===== config.mk =====
export PLATFORM = sky130hd
export DESIGN_NAME = fx_square_seq
export DESIGN_NICKNAME = d
export VERILOG_FILES = /design/src/rtl/fx_square_seq.sv
export SDC_FILE = /design/constraint.sdc
export NUM_CORES = 1
export LEC_CHECK = 0
export BUFFER_PORTS_ARGS = -buffer_cell sky130_fd_sc_hd__buf_4
export CAP_MARGIN = 0
export CORE_ASPECT_RATIO = 0.7
export CORE_MARGIN = 2
export CORE_UTILIZATION = 62
export CTS_BUF_LIST = sky130_fd_sc_hd__clkbuf_16
export DETAILED_ROUTE_END_ITERATION = 6
export MAX_ROUTING_LAYER = met4
export PLACE_DENSITY = 0.89
export SETUP_SLACK_MARGIN = 0.2
export SYNTH_ARGS = -nofsm -noshare
export SYNTH_HDL_FRONTEND = slang
export SYNTH_SLANG_ARGS = --single-unit

===== constraint.sdc =====
create_clock -name clk -period 7.1 [get_ports clk]
set_input_delay 0 -clock clk [delete_from_list [all_inputs] [get_ports clk]]
set_output_delay 0 -clock clk [all_outputs]
set_load 0.01 [all_outputs]

===== src/rtl/fx_square_seq.sv =====
// Iterative signed fixed-point squarer with saturation.
// Shift-add core retires one multiplier bit per cycle.
package fpga_cfg_pkg;
  localparam int FP_WIDTH = 32;
  localparam int FP_QINT  = 16;
endpackage

module fx_square_seq
  import fpga_cfg_pkg::*;
#(
  parameter int WIDTH = FP_WIDTH,
  parameter int QINT  = FP_QINT
) (
  input  logic             clk,
  input  logic             rst_n,
  input  logic             in_valid,
  output logic             in_ready,
  input  logic [WIDTH-1:0] a,
  output logic             out_valid,
  input  logic             out_ready,
  output logic [WIDTH-1:0] sq_out,
  output logic             ovf
);

  localparam int QFRAC = WIDTH - QINT;
  localparam int CW    = (WIDTH > 1) ? $clog2(WIDTH) : 1;
  localparam int PW    = 2 * WIDTH;

  localparam logic [PW-1:0] MAXP =
    {{(WIDTH+1){1'b0}}, {(WIDTH-1){1'b1}}};
  localparam logic [WIDTH-1:0] MAXO =
    {1'b0, {(WIDTH-1){1'b1}}};
  localparam logic [CW-1:0] LAST = CW'(WIDTH - 1);

  typedef enum logic [1:0] {
    IDLE = 2'd0,
    CALC = 2'd1,
    DONE = 2'd2
  } state_t;

  state_t state, state_nxt;

  logic [WIDTH-1:0] mag;
  logic [WIDTH-1:0] mplr;
  logic [PW-1:0]    acc;
  logic [CW-1:0]    cnt;

  logic             accept;
  logic             release_out;
  logic             last;
  logic [WIDTH-1:0] mag_in;
  logic [PW-1:0]    addend;
  logic [PW-1:0]    acc_nxt;
  logic [PW-1:0]    p;
  logic             sat;

  assign in_ready    = (state == IDLE);
  assign out_valid   = (state == DONE);
  assign accept      = in_valid && in_ready;
  assign release_out = out_valid && out_ready;
  assign last        = (cnt == LAST);

  // 0x80..0 negates to itself, read unsigned as 2^(WIDTH-1).
  assign mag_in = a[WIDTH-1] ? (~a + WIDTH'(1)) : a;

  assign addend  = mplr[0]
                 ? ({{WIDTH{1'b0}}, mag} << cnt)
                 : '0;
  assign acc_nxt = acc + addend;
  assign p       = acc_nxt >> QFRAC;
  assign sat     = (p > MAXP);

  always_ff @(posedge clk or negedge rst_n) begin
    if (!rst_n) begin
      state <= IDLE;
    end else begin
      state <= state_nxt;
    end
  end

  always_comb begin
    state_nxt = state;
    unique case (state)
      IDLE: if (accept)      state_nxt = CALC;
      CALC: if (last)        state_nxt = DONE;
      DONE: if (release_out) state_nxt = IDLE;
      default:               state_nxt = IDLE;
    endcase
  end

  always_ff @(posedge clk or negedge rst_n) begin
    if (!rst_n) begin
      mag    <= '0;
      mplr   <= '0;
      acc    <= '0;
      cnt    <= '0;
      sq_out <= '0;
      ovf    <= 1'b0;
    end else begin
      unique case (1'b1)
        (state == IDLE): begin
          if (accept) begin
            mag  <= mag_in;
            mplr <= mag_in;
            acc  <= '0;
            cnt  <= '0;
          end
        end
        (state == CALC): begin
          acc  <= acc_nxt;
          mplr <= mplr >> 1;
          cnt  <= cnt + CW'(1);
          if (last) begin
            sq_out <= sat ? MAXO : p[WIDTH-1:0];
            ovf    <= sat;
          end
        end
        default: begin
        end
      endcase
    end
  end

endmodule


==> results.yml, run 1 <==
timing:
  finalCritPeriodShare_pct: 89.5
  setup_violations: 0
  slew_viol_final: 0
  fin_worst_skew_ns: 0.0170
  fin_setup_tns_ns: 0
  period_needed_ns: 6.36
  tightest_slew_ns: 1.26
  maxSlewHeadroom_pct: 16.3
  whs_ns: 0.00890
  worst_slack_ns: 0.745
  clock.fmax_mhz: 157
  rsz0062_at_grt: "false"
  hold_viol: 0
final_layout:
  final_area_um2: 14600
  area_delta_synth_final_pct: 10.8
  fin_cells: 1938
  layout_common_cells: "nand2_1 (206), o21ai_0 (174), dfrtp_1 (167), nor2_1 (156), a21oi_1 (131)"
  layout_commonest_cell: "nand2_1"
  drive_gt1_share_pct: 10.4
  antenna_cells: 0
  fin_util_pct: 70.3
  nNetsFinal: 1752
yosys:
  yosys_most_used_dff: "dfrtp_1"
  synth_xor_area_share_pct: 5.18
  synth.yosys.seq_area_share_pct: 31.9
  syn_inst: 1618
  synth_edf_count: 0
  synthArstFlopShare_pct: 100
  synth_cell_types: 78
  syn_area_um2: 13200
  post_synth.cell_area_avg_um2: 8.16
  synthAdderAreaFrac_pct: 6.41
  synth-compound-area-share_pct: 26.2
  synth_simple_gate_area_share_pct: 20.4
  synth_nets: 1721
  synth.area.mux_share_pct: 6.49
  ys.warnings.count: 0
  synth_top_family_by_area: "compound AO/OA/AOI/OAI gates"
  ys_ff_latch: 168
power:
  ir_worst_vdd_mv: 0.356
  p_total_mw: 7.59
  powerDensity_nw_per_um2: 519
  leakage_nw: 6.47
route:
  route.detailed.wl_per_inst_um: 23.9
  top_layer_used: "met4"
  routed_wl_um: 46300
  vias: 13600
  wl_met1_um: 20100
  dr.pass1.iters: 7
  ant_nets: 0
  viasPerCell: 7.03
  post-route-drc-count: 5
  drt_iter0_drc: 1954
  wl_met2_um: 19400
  wl_met3_um: 5920
worst_setup_path:
  crit_family: "compound AO/OA/AOI/OAI gates"
  cp_max_fo: 44
  crit_buf_inv: 1
  arrival_ns: 6.67
  path_cells: "mux2i_1 > nand2_1 > o21ai_0 > mux2i_1 > o21ai_0 > mux2i_1 > and2_1 > ha_1 > a21oi_1 > o21ai_0 > a211oi_1 > or2_1 > nand3b_2 > or4_1 > a311oi_1 > nand4b_1 > nor4_4 > buf_4 > a31oi_1"
  slowest_delay_ns: 0.82
  critical_path_class: "reg -> reg"
  start_kind: "register"
  cp-end-kind: "register"
  slowest_stage: "dfrtp_4"
  crit_required_ns: 7.41
placement:
  place.gp.congestion: 1.13
  dpl_cell_area_um2: 13800
  portBuffers: 70
  place_ws_ns: 0.765
  place_hpwl_um: 34300
  place_inst: 1883
cts:
  clock_sinks: 168
  cts_max_level: 4
  clk_latency_ns: 0.46
  path_clk_slew_ns: 0.07
  clock_path_buffers: 2
  cts_tree: "done"
  cts_made_buffers: 17
  cts_root_buf: "clkbuf_16"
floorplan:
  start_util_pct: 63.4
  dieWidth_um: 178
  core_um2: 20800
  dieArea_um2: 22500
  num_io_pins: 71
  fp-row-count: 44
  dieHeight_um: 126
job:
  drv_cap: 0
worst_hold_path:
  hold_path.class: "in -> reg"
status:
  violations: "DRC"
  outcome: "finished, violations left"
global_route:
  track_usage_pct: 42.9
  grt_pass1_wl_um: 71700
  grt_pass1_vias: 12500
  grt_max_degree: 104
  antenna_found_initial: 0
  overflow: 0
[worst reg2reg max path, cell delays in order (launching register included)]
cell	delay (ns)
dfrtp_4	0.82
mux2i_1	0.48
nand2_1	0.10
o21ai_0	0.12
mux2i_1	0.13
o21ai_0	0.48
mux2i_1	0.16
and2_1	0.21
ha_1	0.38
a21oi_1	0.33
o21ai_0	0.25
a211oi_1	0.34
or2_1	0.19
nand3b_2	0.16
or4_1	0.46
a311oi_1	0.54
nand4b_1	0.23
nor4_4	0.28
buf_4	0.37
a31oi_1	0.19
[final cells by class]
class | count | area, um2
inverter | 18 | 67.6
timing repair buffer | 110 | 887
clock buffer | 17 | 425
multi-input combinational | 1334 | 8550
fill | 1637 | 6180
sequential | 168 | 4210
clock inverter | 15 | 140
tap | 276 | 345
[layer usage]
layer,vias up,GRT usage (%)
met5,-,-
met4,0,9.61
met3,81,11.8
met2,911,58.9
met1,6584,62.8
li1,6049,-
[state kept, by name (all words and copies together) (netlist names)]
name / flops
sq_out: 32
ovf: 1
state: 2
mag: 32
mplr: 32
acc: 64
cnt: 5
[where the power goes]
part | switching [mW] | internal, mW
Clock | 0.448 | 0.492
Sequential | 0.406 | 1.37
Combinational | 3.12 | 1.75
[worst paths after layout]
kind / from / depth (start not counted) / slack (ns) / end
max: cnt[0]$_DFFE_PN0P_ / 19 / 0.74 / sq_out[19]$_DFFE_PN0P_
min: a[27] / 4 / 0.009 / mag[27]$_DFFE_PN0P_
max reg2reg: cnt[0]$_DFFE_PN0P_ / 19 / 0.74 / sq_out[19]$_DFFE_PN0P_
min reg2reg: mplr[31]$_DFFE_PN0P_ / 1 / 0.49 / mplr[31]$_DFFE_PN0P_
max in group asynchronous: rst_n / 3 / 5.29 / cnt[0]$_DFFE_PN0P_
min in group asynchronous: rst_n / 2 / 0.18 / mplr[18]$_DFFE_PN0P_
[synth_stat cells, types with 27 or more instances]
library cell / n / area [um2]
xnor2_1: 32 / 280
xor2_1: 46 / 403
clkbuf_1: 80 / 300
nor2_1: 157 / 589
a21oi_1: 131 / 656
dfrtp_1: 168 / 4200
nand3_1: 67 / 335
mux2i_1: 35 / 350
ha_1: 66 / 826
a21o_1: 49 / 368
o21ai_0: 174 / 871
nand2_1: 207 / 777
a31oi_1: 31 / 194
nand4_1: 27 / 169
[logic make-up (layout without fill, tap and decap cells)]
| group | Yosys count | count (layout) |
|---|---|---|
| AO/OA/AOI/OAI | 548 | 548 |
| XOR/XNOR | 78 | 78 |
| adder cells (fa/ha/maj) | 67 | 67 |
| buffers and inverters | 116 | 160 |
| flip-flops | 168 | 168 |
| multiplexers | 63 | 63 |
| AND/OR/NAND/NOR | 578 | 578 |
[timing repair]
item | in CTS | in global routing
hold endpoints to repair | 122 | 0
buffers inserted | 0 | 0
endpoints found under the setup margin | 0 | 23
hold buffers | 23 | 0
resized for setup | 0 | 1
Power figures use the tool's default switching activity.
==> inputs of run 2 (changes only) <==
Settings changed: ABC_AREA from default to 1, PLACE_DENSITY 0.89 to 0.88, REMOVE_ABC_BUFFERS from default to 1, SKIP_CTS_REPAIR_TIMING from default to 1.
==> run 2 against run 1 <==
The flow finishes with violations (DRC, hold timing). Combinational power is 25% higher. Largest cell class unchanged. Area after synthesis is 12% higher. Sequential cell count stayed put. Design area is 11% higher. Critical path type unchanged. Total power is 17% higher. Die area is 12% higher.
==> results.yml, run 2 <==
yosys:
  synth_top_area_share_pct: 28.4
  synth.yosys.seq_area_share_pct: 28.4
  post_synth.cell_area_avg_um2: 6.35
  synth_common_cells: "nand2_1 (758), inv_1 (379), o21ai_0 (213)"
  synth.largest_area_cell: "dfrtp_1"
  synth.area.top_cells: "dfrtp_1 (28%), nand2_1 (19%), inv_1 (9.6%)"
  synth_most_common_cell: "nand2_1"
  synth_edf_count: 0
  yosys_most_used_dff: "dfrtp_1"
  syn_inst: 2335
  synthArstFlopShare_pct: 100
  ys.warnings.count: 0
  ys_ff_latch: 168
  synth_cell_types: 45
  syn_area_um2: 14800
placement:
  place_inst: 2658
  portBuffers: 70
  place.gp.congestion: 1.12
  place_ws_ns: 1.17
  place_hpwl_um: 42000
  dpl_cell_area_um2: 15500
cts:
  cts_root_buf: "clkbuf_16"
  clock_path_buffers: 2
  clock_sinks: 168
  cts_made_buffers: 17
  cts_tree: "done"
  cts_max_level: 4
  clk_latency_ns: 0.46
  path_clk_slew_ns: 0.08
power:
  p_total_mw: 8.87
  leakage_nw: 8.95
  ir_worst_vdd_mv: 0.379
  powerDensity_nw_per_um2: 545
timing:
  maxSlewHeadroom_pct: 8.49
  setup_violations: 0
  clock.fmax_mhz: 155
  fin_worst_skew_ns: 0.0140
  rsz0062_at_grt: "false"
  worst_slack_ns: 0.652
  fin_setup_tns_ns: 0
  slew_viol_final: 0
  finalCritPeriodShare_pct: 90.8
  tightest_slew_ns: 1.37
  whs_ns: -0.0226
  hold_viol: 8
  period_needed_ns: 6.45
route:
  post-route-drc-count: 46
  routed_wl_um: 55100
  drt_iter0_drc: 2299
  vias: 16100
  ant_nets: 0
  viasPerCell: 5.95
  dr.pass1.iters: 7
  route.detailed.wl_per_inst_um: 20.3
worst_setup_path:
  crit_required_ns: 7.40
  cp-end-kind: "register"
  start_kind: "register"
  startpoint: "cnt[1]$_DFFE_PN0P_"
  reg2regPathDepth: 23
  arrival_ns: 6.75
  cp-endpoint: "ovf$_DFFE_PN0P_"
  r2r_slack_ns: 0.65
  cp_max_fo: 32
  rr_startpoint: "cnt[1]$_DFFE_PN0P_"
  reg2reg_to: "ovf$_DFFE_PN0P_"
  critical_path_class: "reg -> reg"
status:
  violations: "DRC, hold timing"
  outcome: "finished, violations left"
floorplan:
  dieArea_um2: 25200
  fp-row-count: 47
  num_io_pins: 71
  dieWidth_um: 189
  start_util_pct: 62.9
  core_um2: 23600
  dieHeight_um: 133
final_layout:
  largest_register_ffs: 64
  nNetsFinal: 2481
  layout_common_cells: "nand2_1 (758), inv_1 (380), o21ai_0 (213), dfrtp_1 (168), nor2_1 (147)"
  regMostFlops: "acc"
  final_area_um2: 16300
  area_delta_synth_final_pct: 9.79
  drive_gt1_share_pct: 10.8
  fin_cells: 2710
  fin_util_pct: 69.0
  layout_commonest_cell: "nand2_1"
global_route:
  overflow: 0
  grt_max_degree: 92
  track_usage_pct: 44.6
  antenna_found_initial: 1
  grt_pass1_wl_um: 83100
  grt_pass1_vias: 14500
job:
  drv_cap: 0
worst_hold_path:
  holdCritStartpoint: "a[23]"
  hold_path.class: "in -> reg"
==> run 2: changes by cell type in the layout (fill, tap and decap cells not counted), moves of 17 or more <==
| cell | change |
|---|---|
| a22o_1 | +21 |
| mux4_2 | -17 |
| inv_2 | +21 |
| a21oi_1 | -58 |
| nand2_1 | +552 |
| a221o_1 | -26 |
| o21ai_0 | +39 |
| and2_1 | -17 |
| nand4_1 | -18 |
| a21o_1 | -46 |
| inv_1 | +362 |
| xor2_1 | -27 |
| nand2_2 | +62 |
| nor2_2 | +31 |
==> run 2: metal layers <==
metal	part of all wire [%]	track usage [%]	up-vias
li1	-	-	7461
met1	43	64.2	7393
met2	40	61.2	1132
met3	14	13.5	130
met4	2.4	10.3	0
met5	0	-	-
==> run 2: cell type report <==
cell class / count / area, um2
antenna: 1 / 2.50
clock buffer: 17 / 425
clock inverter: 15 / 146
fill: 1977 / 7300
inverter: 405 / 1520
multi-input combinational: 1687 / 8790
sequential: 168 / 4200
tap: 318 / 398
timing repair buffer: 99 / 795
==> run 2: worst min-delay path by stage <==
stage	endpoint	slack, ns	cells past startpoint
finish	mplr[23]$_DFFE_PN0P_	-0.02	4
floorplan	acc[0]$_DFFE_PN0P_	-0.30	0
detailed placement	acc[2]$_DFFE_PN0P_	0.17	1
global route	mag[21]$_DFFE_PN0P_	0.005	4
CTS	acc[2]$_DFFE_PN0P_	-0.31	1
global placement	mag[1]$_DFFE_PN0P_	0.15	1
==> run 2: critical path, cell delays in order (launching register included) <==
cell and delay, ns:
dfrtp_1 0.97, inv_1 0.72, nand2_1 0.21, o21ai_0 0.16, nand2_1 0.12, o21ai_0 0.14, o21ai_0 0.71, o22ai_1 0.20
ha_1 0.44, nand2_1 0.16, nor2_1 0.27, inv_1 0.11, nor2_1 0.23, a21oi_1 0.11, nand2_1 0.24, nand2_1 0.13
nand3_1 0.09, nand2_1 0.11, nor2_1 0.15, nand2_1 0.08, nor2_2 0.16, nand3_2 0.11, nand2_4 0.48, nand2_1 0.13
==> run 2: kinds of logic (layout without fill, tap and decap cells) <==
family          Yosys count  after routing  synth area share, %
other cells               0              1                    0
mux                      40             40                 2.70
compound gates          401            401                 15.5
flops                   168            168                 28.4
buf+inv                 480            536                 12.5
fa+ha+maj                67             67                 5.71
xor+xnor                 39             39                 2.30
simple gates           1140           1140                 32.9
==> run 2: power by group <==
group	total, mW	internal, mW	leakage [nW]	switching, mW
sequential	1.80	1.43	2.08	0.373
clock	0.955	0.492	0.282	0.463
combinational	6.11	1.89	6.58	4.22
